==> config.mk <==
export PLATFORM = sky130hd
export DESIGN_NAME = instr_mem_ctrl
export DESIGN_NICKNAME = d
export VERILOG_FILES = /design/src/rtl/imem_pkg.sv /design/src/rtl/imem_ram_1r1w.sv /design/src/rtl/instr_mem_ctrl.sv
export SDC_FILE = /design/constraint.sdc
export NUM_CORES = 2
export LEC_CHECK = 0
export CORE_UTILIZATION = 55
export CTS_BUF_LIST = sky130_fd_sc_hd__clkbuf_4
export CTS_CLUSTER_DIAMETER = 30
export DETAILED_ROUTE_END_ITERATION = 16
export HOLD_SLACK_MARGIN = 0.06
export PLACE_DENSITY = 0.74
export SLEW_MARGIN = 0
export SYNTH_ARGS = -nofsm -noshare
export SYNTH_HDL_FRONTEND = slang
export SYNTH_SLANG_ARGS = --single-unit
==> constraint.sdc <==
create_clock -name clk -period 11.45 [get_ports clk]
set_input_delay 1.145 -clock clk [delete_from_list [all_inputs] [get_ports clk]]
set_output_delay 1.145 -clock clk [all_outputs]
set_load 0.03 [all_outputs]
==> src/rtl/imem_pkg.sv <==
// Shared types and constants for the instruction memory controller.
// Holds the controller state encoding, the default fill word and a clog2 helper.
package imem_pkg;

  typedef enum logic {
    ST_CLEAR = 1'b0,
    ST_READY = 1'b1
  } imem_state_e;

  // MIPS "sll $0,$0,0" encodes as all zeros.
  localparam logic [31:0] MIPS_NOP = 32'h0000_0000;

  function automatic int clog2(input int value);
    int result;
    int v;
    result = 0;
    v = value - 1;
    while (v > 0) begin
      result++;
      v = v >> 1;
    end
    return result;
  endfunction

endpackage

==> src/rtl/imem_ram_1r1w.sv <==
// Single-clock DEPTH x DATA_W RAM with one synchronous read port and one write port.
// A read and write to the same index in one cycle returns the old contents.
module imem_ram_1r1w
  import imem_pkg::*;
#(
  parameter int                DATA_W    = 32,
  parameter int                DEPTH     = 64,
  parameter int                IDX_W     = clog2(DEPTH),
  parameter logic [DATA_W-1:0] RESET_VAL = '0
) (
  input  logic              clk,
  input  logic              reset,
  input  logic              rd_en,
  input  logic [IDX_W-1:0]  rd_idx,
  output logic [DATA_W-1:0] rd_data,
  input  logic              wr_en,
  input  logic [IDX_W-1:0]  wr_idx,
  input  logic [DATA_W-1:0] wr_data
);

  logic [DATA_W-1:0] mem [DEPTH];

  always_ff @(posedge clk) begin
    if (wr_en) begin
      mem[wr_idx] <= wr_data;
    end
  end

  // Only the output register is reset; the array itself is filled by the clear sweep.
  always_ff @(posedge clk) begin
    if (reset) begin
      rd_data <= RESET_VAL;
    end else if (rd_en) begin
      rd_data <= mem[rd_idx];
    end
  end

endmodule

==> src/rtl/instr_mem_ctrl.sv <==
// Instruction memory for the single-cycle MIPS core: registered fetch port with fault
// detection, streaming load port with auto-incrementing pointer, NOP clear sweep after reset.
module instr_mem_ctrl
  import imem_pkg::*;
#(
  parameter int                DATA_W   = 32,
  parameter int                ADDR_W   = 32,
  parameter int                DEPTH    = 64,
  parameter logic [DATA_W-1:0] NOP_WORD = DATA_W'(MIPS_NOP)
) (
  input  logic              clk,
  input  logic              reset,
  input  logic              fetch_req,
  input  logic [ADDR_W-1:0] fetch_addr,
  output logic              fetch_ready,
  output logic              fetch_valid,
  output logic [DATA_W-1:0] fetch_data,
  output logic              fetch_fault,
  input  logic              load_start,
  input  logic [ADDR_W-1:0] load_addr,
  input  logic              load_valid,
  input  logic [DATA_W-1:0] load_data,
  output logic              load_ready,
  output logic              busy
);

  localparam int IDX_W = clog2(DEPTH);

  imem_state_e      state_q, state_d;
  logic [IDX_W-1:0] clr_idx_q;
  logic [IDX_W-1:0] wr_ptr_q;
  logic             fetch_valid_q;
  logic             fetch_fault_q;

  logic             fetch_go;
  logic             fault_now;
  logic             load_go;
  logic             start_go;
  logic [IDX_W-1:0] start_idx;
  logic [IDX_W-1:0] load_idx;
  logic             ram_we;
  logic [IDX_W-1:0] ram_widx;
  logic [DATA_W-1:0] ram_wdata;
  logic [DATA_W-1:0] ram_rdata;
  logic             load_addr_unused;

  always_ff @(posedge clk) begin
    if (reset) begin
      state_q <= ST_CLEAR;
    end else begin
      state_q <= state_d;
    end
  end

  always_comb begin
    state_d     = state_q;
    busy        = 1'b0;
    fetch_ready = 1'b0;
    load_ready  = 1'b0;
    case (state_q)
      ST_CLEAR: begin
        busy = 1'b1;
        if (clr_idx_q == IDX_W'(DEPTH - 1)) begin
          state_d = ST_READY;
        end
      end
      ST_READY: begin
        fetch_ready = 1'b1;
        load_ready  = 1'b1;
      end
      default: state_d = ST_CLEAR;
    endcase
  end

  // Handshakes: a fetch is taken on a cycle with fetch_req & fetch_ready, a load word on
  // load_valid & load_ready; neither ready depends on the request, and both drop in CLEAR.
  assign fetch_go  = fetch_req & fetch_ready;
  assign fault_now = (fetch_addr[1:0] != 2'b00) | (|(fetch_addr >> (IDX_W + 2)));

  assign load_go   = load_valid & load_ready;
  assign start_go  = load_start & load_ready;
  assign start_idx = load_addr[IDX_W+1:2];
  // A start pulse with a same-cycle word writes the word at the new start index.
  assign load_idx  = start_go ? start_idx : wr_ptr_q;

  assign load_addr_unused = ^{load_addr[ADDR_W-1:IDX_W+2], load_addr[1:0]};

  assign ram_we    = ~reset & (busy | load_go);
  assign ram_widx  = busy ? clr_idx_q : load_idx;
  assign ram_wdata = busy ? NOP_WORD : load_data;

  always_ff @(posedge clk) begin
    if (reset) begin
      clr_idx_q     <= '0;
      wr_ptr_q      <= '0;
      fetch_valid_q <= 1'b0;
      fetch_fault_q <= 1'b0;
    end else begin
      if (busy) begin
        clr_idx_q <= clr_idx_q + IDX_W'(1);
      end
      if (load_go) begin
        wr_ptr_q <= load_idx + IDX_W'(1);
      end else if (start_go) begin
        wr_ptr_q <= start_idx;
      end
      fetch_valid_q <= fetch_go;
      if (fetch_go) begin
        fetch_fault_q <= fault_now;
      end
    end
  end

  imem_ram_1r1w #(
    .DATA_W    (DATA_W),
    .DEPTH     (DEPTH),
    .IDX_W     (IDX_W),
    .RESET_VAL (NOP_WORD)
  ) u_ram (
    .clk     (clk),
    .reset   (reset),
    .rd_en   (fetch_go & ~fault_now),
    .rd_idx  (fetch_addr[IDX_W+1:2]),
    .rd_data (ram_rdata),
    .wr_en   (ram_we),
    .wr_idx  (ram_widx),
    .wr_data (ram_wdata)
  );

  // A faulted fetch leaves the RAM output untouched, so the NOP is substituted here.
  assign fetch_valid = fetch_valid_q;
  assign fetch_fault = fetch_fault_q;
  assign fetch_data  = fetch_fault_q ? NOP_WORD : ram_rdata;

endmodule

Word-level counts from Yosys, hierarchy flattened --
Memories as Yosys holds them, arrays and structs flattened. A register that Yosys moved wholly into a read port is not among the register bits. Cells that the tools add are included.
Cells by class: add/sub/neg operators 2, eq/ne operators 1, multiplexer cells 11, bitwise operators 9, reductions and logical operators 2
Operators with widths (number):
- 32-bit two-way mux | 2
- 24-bit OR reduction | 1
- 6-bit two-way mux | 3
- 6-bit by 1-bit adder with 6-bit output, second input constant | 2
- 6-bit equality test, second input constant | 1
- 1-bit two-way mux | 6
- 1-bit AND | 5
- 1-bit NOT | 2
- 1-bit OR | 2
- 2-bit nonzero test | 1
Storage, ports and cells: flip-flop bits (word level) 15, bits in writable memories 2048, input bits 101, output and inout bits 37, memories 1
Memory list:
- u_ram.mem | depth 64, bits a word 32, read ports 1, clocked after memory_dff 1, wr ports 1, RTL line imem_ram_1r1w.sv:21 | logic [DATA_W-1:0] mem [DEPTH];

Longest topological paths before layout --
word-level depth 6, mapped depth 10, depth with buffers taken out 5

Modules after synthesis --
From an unflattened synthesis, not the netlist that was laid out.
Unflattened totals: cell total of the unflattened synthesis 3888, area, all modules 80888.8 um2
Modules (own cells, without submodules):
- imem_ram_1r1w | times used 1, cells an instance 3710, area an instance 79590.1 um2, seq. area each 62139.6 um2
- instr_mem_ctrl | times used 1, cells an instance 178, area an instance 1298.7 um2, seq. area each 300.3 um2

Least setup slack after synthesis --
No wires, ideal clock.
path kind input to register, from input port reset, to memory u_ram.mem[44][0], enable pin, setup time 0.461 ns, arrival time 4.384 ns, data required time 10.989 ns, slack 6.605 ns, stages 5, cell sequence clkbuf_1 a21oi_1 nor4b_1 nand2_1 nor3_1
On the way: cells in the longest elaborated chain, start to end 4
Ends and longest elaborated chain:
- from (decl) | RTL line instr_mem_ctrl.sv:12 | input logic reset,
- 1-bit NOT | RTL line instr_mem_ctrl.sv:88 | assign ram_we = ~reset & (busy | load_go);
- 1-bit AND | RTL line instr_mem_ctrl.sv:88
- 1-bit two-way mux | RTL line imem_ram_1r1w.sv:24 | if (wr_en) begin
- 1-bit two-way mux (implied by the code) | RTL line imem_ram_1r1w.sv:25 | mem[wr_idx] <= wr_data;
- to (decl) | RTL line imem_ram_1r1w.sv:21
No other way between the ends.

Worst setup path in the final report --
from register fetch_fault_q, in the netlist fetch_fault, to output port fetch_data[27]
On the way: cells in the longest elaborated chain, start to end 1
Ends and longest elaborated chain:
- from (decl) | RTL line instr_mem_ctrl.sv:33 | logic fetch_fault_q;
- from (signal assigned) | RTL line instr_mem_ctrl.sv:109 | fetch_fault_q <= fault_now;
- 32-bit two-way mux | RTL line instr_mem_ctrl.sv:133 | assign fetch_data = fetch_fault_q ? NOP_WORD : ram_rdata;
- to (decl) | RTL line instr_mem_ctrl.sv:17 | output logic [DATA_W-1:0] fetch_data,
No other way between the ends.

==> summary.txt <==
Status
  • Status: finished, final reports clean

STA
  • Max Slew Vio Count: 0
  • Crit share post-route: 40.2%
  • Final Hold Viols: 0
  • Rel. slew slack: between 15 and 20%
  • Layout Skew: 0.0804 ns
  • Setup TNS: 0 ns
  • RSZ-0062 raised after global routing: false
  • Fmax: 0.217 GHz
  • Min cycle time layout: 4.60 ns
  • Least-Margin Pin Slew: ~1.3 ns
  • Setup violations, final: 0

Clock network
  • CTS root buffer: clkbuf_4
  • Hold Buf Count CTS: 0
  • Post-CTS Resized: 0
  • CTS sink count: 2095
  • Total CTS buffers: between 500 and 600
  • Clock transition at path regs: ~0.070 ns
  • Max clock buf depth: 4
  • Worst-Skew Late Latency: between 1 and 1.5 ns
  • CTS tree: built
  • H-tree levels: 6
  • Post-CTS Setup Inserts: 0

Drt
  • DR vias: about 42000
  • Post-route DRC violation count: 0
  • Vias/cell: about 6.5
  • Routed length per placed instance: 30.1 um
  • Final ANT Viol Nets: 0
  • Initial DRC count: just under 6000
  • First-pass DRT Iterations: 6
  • Total Wirelength: ~200000 um

GRT
  • First-pass GRT wire length: roughly 280000 um
  • Largest net degree at the start of global routing: roughly 120
  • Initial antenna violation count: 4
  • Total grt overflow: 0
  • Total GRT Usage: between 20% and 30%
  • Vias in the first global route: 42100

Yosys
  • Register area share after synthesis: between 70% and 80%
  • Cell taking the most area after synthesis: edfxtp_1
  • Top area cells in the synthesized netlist: edfxtp_1 77%, mux4_2 12%, mux2i_1 2.5%
  • Post-synth EDFFs: 2048
  • Synth Flop Type: edfxtp_1
  • Post-synth top area share: roughly 77%
  • Cell Area, Synth: between 0.08 and 0.09 mm2
  • Async S/R FF share, synth: 0%
  • Register bit total from synthesis: between 2000 and 2500
  • Cells after synthesis: approximately 3700
  • Count of unique library cells instantiated by Yosys: 56
  • Syn Nets: 3809
  • Syn Area/Cell: ~22 um2
  • Ys Warns: 0

Layout
  • Final instance area: between 0.09 and 0.1 mm2
  • Layout cell share with drive strength beyond 1: about a third
  • Nets: between 4000 and 5000
  • Layout overhead on the synthesized area: 12.8%
  • Fin cells: around 6500

Critical path
  • Data required time of the worst path: about 10 ns
  • CP Data Arrival Time: roughly 3.5 ns
  • Critical path class: register to primary output
  • Worst setup SP type: register
  • Critical path endpoint category: primary output
  • Worst Path Max Fanout: 34

Power
  • Power per standard cell area: about 170 mW/mm2
  • IR drop worst, VDD: ~0.087 mV
  • LEAKAGE: 31.0 nW

Placement
  • Inst Count DP: about 5600
  • Post-DP Area: approximately 0.084 mm2
  • Port buffer count: 111
  • Final HPWL DP: a little under 100000 um
  • Gpl congestion: approximately 0.8

Floorplanning
  • Total core area: ~0.14 mm2
  • Die Area: between 0.1 and 0.15 mm2
  • Die W: ~380 um
  • Die H: 384 um
  • Ports: 138
  • Row Count: 139
  • Initial Utilization: a little under three fifths

Flow run
  • Max Cap Violations: 0

Worst hold path
  • HP Class: register to register
-- where the power goes --
group	total (W)	internal, W	switching, W
combinational	0.000550	0.000233	0.000317
sequential	0.00831	0.00831	0.00000561
clock	0.00613	0.00333	0.00280
-- state kept, by name, summed over array words and instances (netlist names) --
signal,count
state_q,1
u_ram.rd_data,32
fetch_valid,1
wr_ptr_q,6
clr_idx_q,6
fetch_fault,1
u_ram.mem,2048
-- final timing paths --
kind	from	cells after the start	end	slack (ns)
max	fetch_fault$_SDFFE_PP0P_	3	fetch_data[27]	6.85
min	u_ram.rd_data[3]$_SDFFE_PP0P_	2	u_ram.rd_data[3]$_SDFFE_PP0P_	0.49
max reg2reg	state_q$_SDFF_PP0_	7	u_ram.mem[11][6]$_DFFE_PP_	7.72
min reg2reg	u_ram.rd_data[3]$_SDFFE_PP0P_	2	u_ram.rd_data[3]$_SDFFE_PP0P_	0.49
-- cell usage in the layout (no fill, tap or decap), types with 9 or more instances in the layout --
cell	synthesis	final
o21ai_1	13	13
a32oi_1	9	9
bufinv_16	0	10
clkbuf_4	0	781
nor2_4	0	62
o21ai_0	9	9
and2_2	0	32
clkdlybuf4s50_1	0	106
clkinv_1	1	67
nand2_1	34	33
nand3_1	84	84
mux4_2	435	435
nor2_1	82	20
a22oi_1	136	136
edfxtp_1	2048	2048
o221ai_1	88	88
inv_2	1	16
nor2b_1	42	42
mux2i_1	202	202
o22ai_1	50	50
o22a_1	26	26
buf_4	33	99
dfxtp_1	47	45
nand4_1	31	31
and3_1	24	23
-- routing by layer --
metal | up-vias | track usage, % | part of all wire (%)
li1 | 17200 | - | -
met1 | 21700 | 37.6 | 38
met2 | 2787 | 40.8 | 47
met3 | 334 | 6.41 | 12
met4 | 2 | 9.78 | 2.8
met5 | - | 0 | 0.0056
-- cell families after synthesis --
family | share of synthesized area, %
DFF | 77.7
muxes | 14.8
AOI/OAI and AO/OA | 3.59
and+or+nand+nor | 2.40
buffers and inverters | 1.40
xor gates and xnor gates | 0.0763
adders and majority gates | 0.0156
-- worst max-delay path, stage by stage, from the launching register on --
cell             delay [ns]
dfxtp_2                0.31
buf_4                  0.30
nor2b_1                0.73
clkdlybuf4s50_1        0.83
-- layout make-up --
type	instances	area [um2]
timing repair buffer	212	1920
clock buffer	781	5860
tap	1903	2380
clock inverter	98	638
inverter	4	16.3
multi-input combinational	1393	17300
sequential	2095	62400
antenna	6	15.0
fill	9555	53600
-- Yosys cell counts (all sizes together) (2+ instances only) --
| cell | instances |
|---|---|
| mux4 | 435 |
| nand4 | 32 |
| mux2 | 4 |
| nand2b | 2 |
| a22o | 4 |
| a22oi | 136 |
| or3 | 2 |
| a32oi | 9 |
| mux2i | 202 |
| and3 | 24 |
| o221ai | 88 |
| o211ai | 4 |
| inv | 3 |
| nor3b | 3 |
| o22a | 26 |
| dfxtp | 47 |
| o21ai | 22 |
| a21oi | 10 |
| xor2 | 5 |
| nor4b | 2 |
| edfxtp | 2048 |
| nor3 | 6 |
| a211oi | 2 |
| o22ai | 50 |
| nand3 | 84 |
| a21boi | 2 |
| xnor2 | 2 |
| a31o | 2 |
| nor2 | 82 |
| o32ai | 4 |
| and3b | 4 |
| nand2 | 34 |
| buf | 136 |
| and4 | 2 |
| nor2b | 42 |
| nor4 | 8 |
| and2 | 38 |
| a2bb2oi | 7 |
| clkbuf | 79 |
| a21o | 7 |
-- metrics by stage --
step	power [W]	hold slack, ns	setup WS, ns	utilization, %
5_1_grt	0.0155	0.450	6.81	62.8
3_5_place_dp	0.00903	0.476	6.11	58.3
4_1_cts	0.0151	0.426	6.82	62.8
6_report	0.0150	0.494	6.85	62.8
2_1_floorplan	0.00885	0.429	6.61	-
3_3_place_gp	0.00902	0.459	6.21	58.3
No activity file was read; power rests on OpenSTA's default activity.
